**config.mk**
```make
export PLATFORM = sky130hd
export DESIGN_NAME = ccff_chain_loader
export DESIGN_NICKNAME = d
export VERILOG_FILES = /design/src/rtl/ccff_chain_loader_pkg.sv /design/src/rtl/ccff_word_shifter.sv /design/src/rtl/ccff_chain_loader.sv
export SDC_FILE = /design/constraint.sdc
export NUM_CORES = 1
export LEC_CHECK = 0
export BUFFER_PORTS_ARGS = -buffer_cell sky130_fd_sc_hd__clkbuf_2
export CORE_ASPECT_RATIO = 0.75
export CORE_UTILIZATION = 45
export CTS_CLUSTER_SIZE = 20
export DETAILED_ROUTE_END_ITERATION = 8
export GPL_ROUTABILITY_DRIVEN = 0
export GPL_TIMING_DRIVEN = 0
export MAX_ROUTING_LAYER = met4
export PLACE_DENSITY = 0.67
export SKIP_LAST_GASP = 1
export SLEW_MARGIN = 25
export SYNTH_ARGS = -nofsm -noshare
export SYNTH_HDL_FRONTEND = slang
export SYNTH_HIERARCHICAL = 1
export SYNTH_SLANG_ARGS = --single-unit
```
**constraint.sdc**
```tcl
create_clock -name prog_clk -period 4.3 [get_ports prog_clk]
set_clock_uncertainty 0.2 [all_clocks]
set_input_delay 0.645 -clock prog_clk [delete_from_list [all_inputs] [get_ports prog_clk]]
set_output_delay 0.645 -clock prog_clk [all_outputs]
set_load 0.01 [all_outputs]
```
**src/rtl/ccff_chain_loader_pkg.sv**
```systemverilog
// Shared types and constants for the ccff chain loader.
//   state_e         : loader FSM states
//   DEF_WORD_W      : default bitstream word width
//   DEF_CNT_W       : default bit-counter width
//   words_for_bits  : number of words needed to carry a given bit count
package ccff_chain_loader_pkg;

  typedef enum logic [2:0] {
    ST_IDLE   = 3'd0,
    ST_LOAD0  = 3'd1,
    ST_LOAD1  = 3'd2,
    ST_SETTLE = 3'd3,
    ST_DONE   = 3'd4
  } state_e;

  localparam int unsigned DEF_WORD_W = 8;
  localparam int unsigned DEF_CNT_W  = 16;

  function automatic int unsigned words_for_bits(input int unsigned bits,
                                                 input int unsigned word_w);
    return (word_w == 0) ? 0 : (bits + word_w - 1) / word_w;
  endfunction

endpackage

```
**src/rtl/ccff_word_shifter.sv**
```systemverilog
// One-word parallel-to-serial shifter, MSB first.
//   clk_i, rst_ni : clock, synchronous active-low reset
//   flush_i       : discard any remaining bits
//   load_i        : capture word_i
//   word_i        : incoming word
//   shift_i       : consume one bit this cycle
//   bit_o         : bit consumed by a shift this cycle
//   empty_o       : no bits remaining
//   last_o        : exactly one bit remaining
module ccff_word_shifter
  import ccff_chain_loader_pkg::*;
#(
  parameter int unsigned WORD_W = DEF_WORD_W
) (
  input  logic              clk_i,
  input  logic              rst_ni,
  input  logic              flush_i,
  input  logic              load_i,
  input  logic [WORD_W-1:0] word_i,
  input  logic              shift_i,
  output logic              bit_o,
  output logic              empty_o,
  output logic              last_o
);

  localparam int unsigned REM_W = $clog2(WORD_W + 1);

  logic [WORD_W-1:0] word_q, word_d;
  logic [REM_W-1:0]  rem_q, rem_d;

  assign empty_o = (rem_q == '0);
  assign last_o  = (rem_q == REM_W'(1));

  // When empty, a word loaded this cycle supplies its MSB directly so the
  // first bit leaves on the same edge the word is accepted.
  assign bit_o = empty_o ? word_i[WORD_W-1] : word_q[WORD_W-1];

  always_comb begin
    word_d = word_q;
    rem_d  = rem_q;
    if (flush_i) begin
      rem_d = '0;
    end else if (load_i) begin
      if (shift_i && empty_o) begin
        word_d = word_i << 1;
        rem_d  = REM_W'(WORD_W - 1);
      end else begin
        word_d = word_i;
        rem_d  = REM_W'(WORD_W);
      end
    end else if (shift_i && !empty_o) begin
      word_d = word_q << 1;
      rem_d  = rem_q - 1'b1;
    end
  end

  always_ff @(posedge clk_i) begin
    if (!rst_ni) begin
      word_q <= '0;
      rem_q  <= '0;
    end else begin
      word_q <= word_d;
      rem_q  <= rem_d;
    end
  end

endmodule

```
**src/rtl/ccff_chain_loader.sv**
```systemverilog
// Configuration-chain controller for a tile with two ccff chains.
// Streams a packed bitstream (chain 0 bits, then chain 1 bits) onto the
// chain heads with per-chain shift enables, and keeps the fabric isolated
// until both chains are loaded and have settled.
//   prog_clk      : configuration clock
//   prog_reset    : synchronous active-low reset
//   start, abort  : begin / cancel a load (pulses)
//   cfg_data      : bitstream word, MSB shifted first
//   cfg_valid     : cfg_data valid
//   cfg_ready     : word accepted when cfg_valid & cfg_ready
//   ccff_head_0/1 : serial data to chain 0 / chain 1
//   ccff_shift_en : bit i gates chain i
//   isol_n        : 0 = fabric isolated
//   busy, done    : load in progress / both chains loaded and settled
module ccff_chain_loader
  import ccff_chain_loader_pkg::*;
#(
  parameter int unsigned WORD_W     = DEF_WORD_W,
  parameter int unsigned CHAIN0_LEN = 64,
  parameter int unsigned CHAIN1_LEN = 48,
  parameter int unsigned CNT_W      = DEF_CNT_W,
  parameter int unsigned ISOL_HOLD  = 2
) (
  input  logic              prog_clk,
  input  logic              prog_reset,
  input  logic              start,
  input  logic              abort,
  input  logic [WORD_W-1:0] cfg_data,
  input  logic              cfg_valid,
  output logic              cfg_ready,
  output logic              ccff_head_0,
  output logic              ccff_head_1,
  output logic [1:0]        ccff_shift_en,
  output logic              isol_n,
  output logic              busy,
  output logic              done
);

  localparam int unsigned SET_W = (ISOL_HOLD > 1) ? $clog2(ISOL_HOLD) : 1;

  localparam logic [CNT_W-1:0] LAST0_C =
    CNT_W'((CHAIN0_LEN > 0) ? CHAIN0_LEN - 1 : 0);
  localparam logic [CNT_W-1:0] LAST1_C =
    CNT_W'((CHAIN1_LEN > 0) ? CHAIN1_LEN - 1 : 0);
  localparam logic [CNT_W-1:0] TOTAL_WORDS_C =
    CNT_W'(words_for_bits(CHAIN0_LEN + CHAIN1_LEN, WORD_W));
  localparam logic [SET_W-1:0] SET_LAST_C =
    SET_W'((ISOL_HOLD > 0) ? ISOL_HOLD - 1 : 0);

  // Zero-length chains and a zero settle time skip their states entirely.
  localparam state_e AFTER1_ST = (ISOL_HOLD != 0) ? ST_SETTLE : ST_DONE;
  localparam state_e AFTER0_ST = (CHAIN1_LEN != 0) ? ST_LOAD1 : AFTER1_ST;
  localparam state_e FIRST_ST  = (CHAIN0_LEN != 0) ? ST_LOAD0 : AFTER0_ST;

  state_e             state_q, state_d;
  logic [CNT_W-1:0]   cnt_q, cnt_d;
  logic [CNT_W-1:0]   words_q, words_d;
  logic [SET_W-1:0]   settle_q, settle_d;
  logic               head0_q, head0_d;
  logic               head1_q, head1_d;
  logic [1:0]         en_q, en_d;

  logic in_load;
  logic accept;
  logic shift;
  logic end0;
  logic end1;
  logic flush;
  logic sh_bit;
  logic sh_empty;
  logic sh_last;

  assign in_load = (state_q == ST_LOAD0) || (state_q == ST_LOAD1);
  assign accept  = cfg_valid && cfg_ready;
  assign shift   = in_load && !abort && (!sh_empty || accept);
  assign end0    = (state_q == ST_LOAD0) && shift && (cnt_q == LAST0_C);
  assign end1    = (state_q == ST_LOAD1) && shift && (cnt_q == LAST1_C);
  // Leaving the load states for any reason drops whatever is left.
  assign flush   = !((state_d == ST_LOAD0) || (state_d == ST_LOAD1));

  ccff_word_shifter #(
    .WORD_W (WORD_W)
  ) u_shifter (
    .clk_i   (prog_clk),
    .rst_ni  (prog_reset),
    .flush_i (flush),
    .load_i  (accept),
    .word_i  (cfg_data),
    .shift_i (shift),
    .bit_o   (sh_bit),
    .empty_o (sh_empty),
    .last_o  (sh_last)
  );

  // State register
  always_ff @(posedge prog_clk) begin
    if (!prog_reset) begin
      state_q <= ST_IDLE;
    end else begin
      state_q <= state_d;
    end
  end

  // Next-state logic
  always_comb begin
    state_d = state_q;
    case (state_q)
      ST_IDLE:   if (start) state_d = FIRST_ST;
      ST_LOAD0: begin
        if (abort)     state_d = ST_IDLE;
        else if (end0) state_d = AFTER0_ST;
      end
      ST_LOAD1: begin
        if (abort)     state_d = ST_IDLE;
        else if (end1) state_d = AFTER1_ST;
      end
      ST_SETTLE: begin
        if (abort)                        state_d = ST_IDLE;
        else if (settle_q == SET_LAST_C)  state_d = ST_DONE;
      end
      ST_DONE:   if (start) state_d = FIRST_ST;
      default:   state_d = ST_IDLE;
    endcase
  end

  // Output logic
  always_comb begin
    busy      = 1'b0;
    done      = 1'b0;
    isol_n    = 1'b0;
    cfg_ready = 1'b0;
    case (state_q)
      ST_LOAD0, ST_LOAD1: begin
        busy = 1'b1;
        // The word counter stops the final shift of an exactly-filled
        // last word from pulling in a word beyond the bitstream.
        cfg_ready = !abort && (words_q < TOTAL_WORDS_C) && (sh_empty || sh_last);
      end
      ST_SETTLE: busy = 1'b1;
      ST_DONE: begin
        done   = 1'b1;
        isol_n = 1'b1;
      end
      default: ;
    endcase
  end

  // Datapath next-state: bit/word/settle counters and registered heads
  always_comb begin
    cnt_d    = cnt_q;
    words_d  = words_q;
    settle_d = settle_q;
    head0_d  = head0_q;
    head1_d  = head1_q;
    en_d     = '0;
    if ((state_q == ST_IDLE) || (state_q == ST_DONE)) begin
      cnt_d    = '0;
      words_d  = '0;
      settle_d = '0;
    end
    if (accept) begin
      words_d = words_q + 1'b1;
    end
    if (shift) begin
      if (state_q == ST_LOAD0) begin
        head0_d = sh_bit;
        en_d    = 2'b01;
        cnt_d   = end0 ? '0 : cnt_q + 1'b1;
      end else begin
        head1_d = sh_bit;
        en_d    = 2'b10;
        cnt_d   = end1 ? '0 : cnt_q + 1'b1;
      end
    end
    if (state_q == ST_SETTLE) begin
      settle_d = settle_q + 1'b1;
    end
  end

  always_ff @(posedge prog_clk) begin
    if (!prog_reset) begin
      cnt_q    <= '0;
      words_q  <= '0;
      settle_q <= '0;
      head0_q  <= 1'b0;
      head1_q  <= 1'b0;
      en_q     <= '0;
    end else begin
      cnt_q    <= cnt_d;
      words_q  <= words_d;
      settle_q <= settle_d;
      head0_q  <= head0_d;
      head1_q  <= head1_d;
      en_q     <= en_d;
    end
  end

  assign ccff_head_0   = head0_q;
  assign ccff_head_1   = head1_q;
  assign ccff_shift_en = en_q;

endmodule

```
==> results of run 1 <==
[placed cells by master, fill, tap and decap left out, types with 9 or more instances in the layout]
| master | count |
|---|---|
| nor2_1 | 16 |
| dfxtp_1 | 52 |
| nand3_1 | 25 |
| and3_1 | 19 |
| o21ai_0 | 9 |
| a21oi_1 | 15 |
| clkbuf_1 | 11 |
| nand2_1 | 37 |
| clkbuf_2 | 20 |
[worst register-to-register path: cells and delay by family (launching register included)]
kind	cells	cell delay, ns
AO/OA/AOI/OAI	4	0.77
XOR/XNOR	1	0.18
adder cells (fa/ha/maj)	1	0.23
flip-flops	1	0.35
AND/OR/NAND/NOR	5	0.93
buffers and inverters	5	1.12
[metal layers]
metal | part of all wire [%] | global-route usage (%) | up-vias
li1 | - | - | 1209
met1 | 57 | 30.16 | 1082
met2 | 39 | 25.81 | 39
met3 | 3.6 | 3.838 | 7
met4 | 0.84 | 4.688 | 0
met5 | 0 | - | -
[report_power, final]
part | internal, µW | switching [µW] | leakage (µW)
Combinational | 27.8 | 44.5 | 0.000684
Clock | 205 | 158 | 0.0000645
Sequential | 483 | 1.45 | 0.000419
Total | 716 | 204 | 0.00117
[layout make-up]
class / count / area, µm²
tap: 78 / 97.59
fill: 562 / 2773
buffer: 21 / 126.4
inverter: 8 / 30.03
timing repair buffer: 20 / 100.1
multi-input combinational: 236 / 1531
clock buffer: 7 / 96.34
clock inverter: 1 / 30.03
sequential: 52 / 1041
[final timing paths]
check,end,slack (ns),depth (start not counted)
setup / recovery,u_shifter/word_q[1],0.38,16
hold reg to reg,cnt_q[1],0.28,2
setup reg to reg,u_shifter/word_q[1],0.38,16
hold / removal,cnt_q[1],0.28,2
[logic make-up after synthesis]
| kind of cell | count (synthesis) |
|---|---|
| AOI/OAI and AO/OA | 60 |
| buffers and inverters | 29 |
| DFF | 52 |
| muxes | 8 |
| adders and majority gates | 4 |
| and+or+nand+nor | 156 |
| xor gates and xnor gates | 8 |
[flip-flops by register name, summed over array words and instances (netlist names)]
| signal | flops |
|---|---|
| cnt_q | 16 |
| words_q | 16 |
| u_shifter/word_q | 8 |
| u_shifter/rem_q | 4 |
| state_q | 3 |
| ccff_shift_en | 2 |
| ccff_head_0 | 1 |
| ccff_head_1 | 1 |
| settle_q | 1 |
[what timing repair did]
action,CTS,global route
setup endpoints to repair,0,8
buffers inserted,0,0
gates resized for setup,0,4
hold buffers,0,0
[per-stage QoR]
stage               instance area, µm²  total power (µW)  util [%]  worst slack [ns]  hold slack (ns)
floorplan                         2723             544.4         -            0.8467           0.2529
global placement                  2920             566.5     50.13            0.2303           0.2676
detailed placement                2920             567.3     50.13            0.1923           0.2703
CTS                               3047             929.4     52.30            0.1656           0.2883
global route                      3053             956.3     52.41           0.08925           0.2992
finish                            3053             920.4     52.41            0.3805           0.2831
==> metrics.yaml, run 1 <==
finalHoldViolCount: 0
cp_num_buf_inv: 5
ant_nets: 0
finalCriticalPeriod_ns: 3.919
cts_buffer_depth: 2
worstSkewPairLatency_ns: 0.30
cts_tree: "built"
cp.required_ns: 4.28
vias: 2337
synth_top_cell_area_share_pct: 38.24
slowest_delay_ns: 0.36
dr.pass1.iters: 4
antenna_found_initial: 0
start_kind: "flip-flop"
worstPathCellList: "inv_1 > ha_1 > nor3b_2 > buf_2 > nor2_1 > nand4bb_4 > o31ai_4 > buf_6 > a21bo_2 > nand3_1 > xor2_1 > o21ba_2 > clkbuf_1 > and2_4 > buf_6 > a311oi_1"
die_x_um: 91.82
async_flop_share_pct: 0
worstMarginPinSlew_ns: 0.4961
slew-limit-headroom_pct: 66.92
clockRootBuffer: "clkbuf_8"
core_area_mm2: 0.005826
arrival_ns: 3.90
drc: 0
critical_path_class: "flip-flop to flip-flop"
numClockSinks: 52
drv_slew: 0
period_share_pct: 91.15
wl_um: 5813
viasPerCell: 5.525
die_h_um: 69.36
fmax_mhz: 255.1
dp.cells: 415
die_area_mm2: 0.006368
start_util_pct: 46.74
grt_overflow: 0
syn_inst: 317
startpoint: "u_shifter/rem_q[0]"
path_delay_family: "buffers and inverters"
synth_warnings: 6
path_max_fanout: 18
synth-compound-area-share_pct: 15.85
hpwl_um: 4150
ys_seq_area_share_pct: 38.24
grt_max_degree: 19
synth_ff_type: "dfxtp_1"
cpMostUsedCell: "buf_6"
p_per_area_mw_per_mm2: 301.5
grt_pass1_wl_um: 9860
synth.top_cells.by_count: "52 x dfxtp_1, 37 x nand2_1, 25 x nand3_1, 19 x and3_1, 16 x nor2_1"
worstHoldStart: "cnt_q[1]"
status: "finished clean"
reg2reg_from: "u_shifter/rem_q[0]"
yosys.area_share.simple_pct: 32.77
num_io_pins: 21
numCtsBuffers: 5
wl_per_cell_um: 13.74
cp-end-kind: "flip-flop"
syn-num-nets: 334
final_nets: 361
n_antenna_cell: 0
hold_class: "flip-flop to flip-flop"
setup_tns_ns: 0
grt_setup_unrepaired: "no"
path_clk_slew_ns: 0.10
syn_avg_cell_area_um2: 8.589
synth_edf_count: 0
synthAdderAreaFrac_pct: 1.838
synthMuxAreaShare_pct: 3.033
grt_use_total_pct: 19.57
dr.first_iter.drc_count: 144
power.static_leakage_uw: 0.001167
htreeDepth: 2
setup_viol: 0
port_buffers: 20
rows: 24
vdd_drop_max_v: 0.0001254
synth_area_leaders: "dfxtp_1 38%, nand2_1 5.1%, nand3_1 4.6%, and3_1 4.4%, a21oi_1 2.8%"
ys_ff_latch: 52
yosys.cell_types.count: 57
drive_above_1_share_pct: 15.07
instances_no_fill: 423
area_delta_synth_final_pct: 12.13
cp_slowest_cell: "clkbuf_1"
synth_top_family_by_area: "simple AND/OR/NAND/NOR gates"
yosysTopAreaCell: "dfxtp_1"
grt_pass1_vias: 2137
maxCapViolations: 0
netlist_area_mm2: 0.002723
synthXorXnorAreaFrac_pct: 2.574
synthMostInstantiatedCell: "dfxtp_1"
Note: power is estimated with default switching activity, not from simulation.
==> inputs of run 2 (changes only) <==
--- a/config.mk
+++ b/config.mk
@@ -7,6 +7,7 @@
 export LEC_CHECK = 0
 export BUFFER_PORTS_ARGS = -buffer_cell sky130_fd_sc_hd__clkbuf_2
 export CORE_ASPECT_RATIO = 0.75
+export CORE_MARGIN = 3
 export CORE_UTILIZATION = 45
 export CTS_CLUSTER_SIZE = 20
 export DETAILED_ROUTE_END_ITERATION = 8
==> run 2 against run 1 <==
Against the previous run:
- final area is 0.29% lower
- die area is 10% higher
- sequential share of layout area is 0.098 points higher
- total power is 0.52% lower
- fmax is 3.8% lower
- utilization is 2.1 points higher
- first-iteration DRC count is 10% lower
- critical path type unchanged
- critical endpoint unchanged
==> metrics.yaml, run 2 (same netlist as run 1, synthesis figures left out) <==
n_antenna_cell: 0
drv_slew: 0
vdd_drop_max_v: 0.0001810
status: "finished clean"
viasPerCell: 5.695
r2r_end: "u_shifter/word_q[1]"
die_x_um: 95.82
finalCriticalPeriod_ns: 4.075
clockRootBuffer: "clkbuf_8"
rows: 23
port_buffers: 20
setup_tns_ns: 0
cts_buffer_depth: 2
arrival_ns: 4.07
worstSkewPairLatency_ns: 0.30
vias: 2392
grt_overflow: 0
final_nets: 361
grt_use_total_pct: 18.85
path_max_fanout: 18
critical_path_class: "flip-flop to flip-flop"
drive_above_1_share_pct: 14.78
numCtsBuffers: 5
grt_max_degree: 19
place_area_mm2: 0.002917
cts_tree: "built"
grt_pass1_vias: 2175
crit_end: "u_shifter/word_q[1]"
area_delta_synth_final_pct: 11.81
layout_common_cells: "52 x dfxtp_1, 37 x nand2_1, 25 x nand3_1"
layout_commonest_cell: "dfxtp_1"
rr_worst_depth: 16
numClockSinks: 52
wl_per_cell_um: 14.19
cpMostUsedCell: "buf_6"
fmax_mhz: 245.4
power.static_leakage_uw: 0.001165
wl_um: 5959
reg2reg_from: "u_shifter/rem_q[0]"
dp_slack_ns: 0.09762
antenna_found_initial: 0
slew-limit-headroom_pct: 68.56
grt_setup_unrepaired: "no"
reg.largest.list: "cnt_q (16), words_q (16), u_shifter/word_q (8)"
worstPathCellList: "inv_1 > ha_1 > nor3b_1 > buf_2 > nor2_1 > nand4bb_4 > o31ai_4 > buf_6 > nand4_1 > nand3_1 > xor2_1 > o21ba_2 > clkbuf_1 > and2_4 > buf_6 > a311oi_1"
cp_slowest_cell: "dfxtp_1"
path_clk_slew_ns: 0.09
htreeDepth: 2
hpwl_um: 4389
num_io_pins: 21
maxCapViolations: 0
worstMarginPinSlew_ns: 0.4717
start_kind: "flip-flop"
dr.first_iter.drc_count: 129
drc: 0
layout_setup_ws_ns: 0.2250
die_area_mm2: 0.007029
p_per_area_mw_per_mm2: 300.8
period_share_pct: 94.77
finalHoldViolCount: 0
start_util_pct: 48.77
startpoint: "u_shifter/rem_q[0]"
slowest_delay_ns: 0.36
die_h_um: 73.36
grt_pass1_wl_um: 10250
cp.required_ns: 4.29
setup_viol: 0
hold_class: "flip-flop to flip-flop"
fin_area_mm2: 0.003044
fin_util_pct: 54.53
ant_nets: 0
reg2reg_slack_ns: 0.23
dr.pass1.iters: 4
cp-end-kind: "flip-flop"
core_area_mm2: 0.005583
post_cts.repair.setup_buffers: 0
[run 2: cell counts in the layout (fill, tap and decap cells not counted)]
No cell type changed its count.
[run 2: area by class of cell]
cell class              instances  area, µm²
multi-input cells             236       1526
well taps                      75      93.84
plain buffers                  21      126.4
clock buffers                   7      96.34
fillers                       517       2539
clock inverters                 1      30.03
inverters                       8      30.03
repair buffers                 20      100.1
flip-flops and latches         52       1041
[run 2: how the worst min path moves through the flow]
stage | from | end | slack (ns) | depth (start not counted)
after floorplan | words_q[10] | words_q[10] | 0.25 | 1
after global placement | words_q[7] | words_q[7] | 0.27 | 1
after detailed placement | words_q[6] | words_q[6] | 0.27 | 1
after CTS | words_q[6] | words_q[6] | 0.29 | 1
after global routing | words_q[9] | words_q[9] | 0.30 | 1
final | words_q[15] | words_q[15] | 0.29 | 1
[run 2: routing by layer]
metal / global-route usage [%] / wire, µm / part of all wire, % / up-vias
met5: - / 0 / 0 / -
met4: 3.628 / 23 / 0.39 / 0
met3: 4.197 / 338 / 5.7 / 2
met2: 25.58 / 2448 / 41 / 71
met1: 28.47 / 3149 / 53 / 1110
li1: - / - / - / 1209
[run 2: metrics by stage]
step	hold slack, ns	instances	power, µW
finish	0.2868	420	915.6
global route	0.2999	420	953.5
CTS	0.2871	420	922.2
detailed placement	0.2708	412	566.8
global placement	0.2675	412	566.3
floorplan	0.2529	317	544.4
[run 2: worst max-delay path: cells and delay by family, from the launching register on]
family | cells | cell delay, ns
AO/OA/AOI/OAI | 3 | 0.74
XOR/XNOR | 1 | 0.25
adder cells (fa/ha/maj) | 1 | 0.22
buffers and inverters | 5 | 1.04
flip-flops | 1 | 0.36
AND/OR/NAND/NOR | 6 | 1.15
[run 2: power by group]
part / leakage (µW) / internal, µW / switching (µW) / total, µW
registers: 0.000419 / 483 / 1.40 / 485
logic: 0.000681 / 27.7 / 44.2 / 71.9
clock network: 0.0000645 / 205 / 154 / 359
total: 0.00116 / 716 / 199 / 916
[run 2: what timing repair did]
| action | CTS | global route |
|---|---|---|
| hold buffers | 0 | 0 |
| endpoints found under the setup margin | 0 | 8 |
| resized for setup | 0 | 3 |
==> inputs of run 3 (changes only) <==
--- a/config.mk
+++ b/config.mk
@@ -13,7 +13,6 @@
 export DETAILED_ROUTE_END_ITERATION = 8
 export GPL_ROUTABILITY_DRIVEN = 0
 export GPL_TIMING_DRIVEN = 0
-export MAX_ROUTING_LAYER = met4
 export PLACE_DENSITY = 0.67
 export SKIP_LAST_GASP = 1
 export SLEW_MARGIN = 25
==> run 3 against run 2 <==
Against the previous run:
- total power shrank 0.24%
- hold slack got worse by 0.00056 ns
- sequential share of layout area stayed put
- clock-buffer cell count stayed put
- global-route usage fell by 0.54 points
- fmax shrank 0.22%
- critical path depth is the same
- non-clock buffer count is the same
- utilization unchanged
- cell count unchanged
- sequential cell count unchanged
- highest routed layer unchanged
==> metrics.yaml, run 3 (same netlist as run 1, synthesis figures left out) <==
dr.pass1.iters: 4
cp.required_ns: 4.29
maxCapViolations: 0
slew-limit-headroom_pct: 68.65
die_h_um: 73.36
multiInputGateArea_mm2: 0.001526
rows: 23
min_path_cells: 1
setup_tns_ns: 0
cp-end-kind: "flip-flop"
reg.largest.list: "cnt_q (16), words_q (16), u_shifter/word_q (8)"
arrival_ns: 4.08
worstMarginPinSlew_ns: 0.4703
hold_class: "flip-flop to flip-flop"
finalHoldViolCount: 0
fin_util_pct: 54.53
vias: 2397
fin_area_mm2: 0.003044
layout_commonest_cell: "dfxtp_1"
grt_overflow: 0
finalCriticalPeriod_ns: 4.084
antenna_found_initial: 0
post_cts.repair.setup_buffers: 0
layout_common_cells: "52 x dfxtp_1, 37 x nand2_1, 25 x nand3_1"
drv_slew: 0
area_delta_synth_final_pct: 11.81
setup_viol: 0
core_area_mm2: 0.005583
grt_pass1_vias: 2177
place_area_mm2: 0.002917
grt_setup_unrepaired: "no"
dr.first_iter.drc_count: 121
p_per_area_mw_per_mm2: 300.1
critical_path_class: "flip-flop to flip-flop"
ant_nets: 0
reg2reg_slack_ns: 0.22
grt_pass1_wl_um: 10250
period_share_pct: 94.98
cts_hold_buf: 0
worstSkewPairLatency_ns: 0.29
n_antenna_cell: 0
drive_above_1_share_pct: 14.78
final_nets: 361
start_util_pct: 48.77
ff_latch_area_mm2: 0.001041
cts_tree: "built"
htreeDepth: 2
port_buffers: 20
drc: 0
num_io_pins: 21
fmax_mhz: 244.9
start_kind: "flip-flop"
viasPerCell: 5.707
power.static_leakage_uw: 0.001165
wl_per_cell_um: 14.17
grt_max_degree: 19
fill_cells: 517
vdd_drop_max_v: 0.0001806
die_x_um: 95.82
numClockSinks: 52
path_clk_slew_ns: 0.09
wl_um: 5950
cts_buffer_depth: 2
status: "finished clean"
die_area_mm2: 0.007029
grt_use_total_pct: 18.31
rr_worst_depth: 16
hpwl_um: 4389
cts_resized: 0
numCtsBuffers: 5
path_max_fanout: 18
clockRootBuffer: "clkbuf_8"
run 3: worst max-delay path, cell delays in order, from the launching register on:
cell	delay (ns)
dfxtp_1	0.36
inv_1	0.10
ha_1	0.23
nor3b_1	0.37
buf_2	0.34
nor2_1	0.09
nand4bb_4	0.25
o31ai_4	0.31
buf_6	0.23
nand4_1	0.09
nand3_1	0.13
xor2_1	0.24
o21ba_2	0.20
clkbuf_1	0.23
and2_4	0.23
buf_6	0.13
a311oi_1	0.23
run 3: final cells by class:
class	count	share of cell area, %
Tap cell	75	3.083
Multi-Input combinational cell	236	50.14
Sequential cell	52	34.20
Timing Repair Buffer	20	3.288
Inverter	8	0.9864
Clock inverter	1	0.9864
Clock buffer	7	3.165
Buffer	21	4.151
run 3: final timing paths:
kind / from / end
min: words_q[15] / words_q[15]
max reg2reg: u_shifter/rem_q[0] / u_shifter/word_q[1]
min reg2reg: words_q[15] / words_q[15]
max: u_shifter/rem_q[0] / u_shifter/word_q[1]
run 3: metrics by stage:
step | worst slack, ns | hold WS, ns | power (µW) | instances
after global routing | 0.02826 | 0.2999 | 953.5 | 420
after floorplan | 0.8467 | 0.2529 | 544.4 | 317
after CTS | 0.03038 | 0.2871 | 922.2 | 420
final | 0.2160 | 0.2863 | 913.4 | 420
after global placement | 0.2028 | 0.2675 | 566.3 | 412
after detailed placement | 0.09762 | 0.2708 | 566.8 | 412
run 3: report_power, final:
group	switching, µW	leakage [µW]	internal (µW)	total (µW)
clock network	152	0.0000645	205	357
logic	44.3	0.000681	27.7	72.0
registers	1.40	0.000419	483	485
run 3: metal layers:
metal	vias to the layer above	track usage, %	wire [µm]
met5	-	0	0
li1	1205	-	-
met1	1109	28.41	3060
met2	81	25.58	2461
met3	2	4.299	404
met4	0	3.628	24
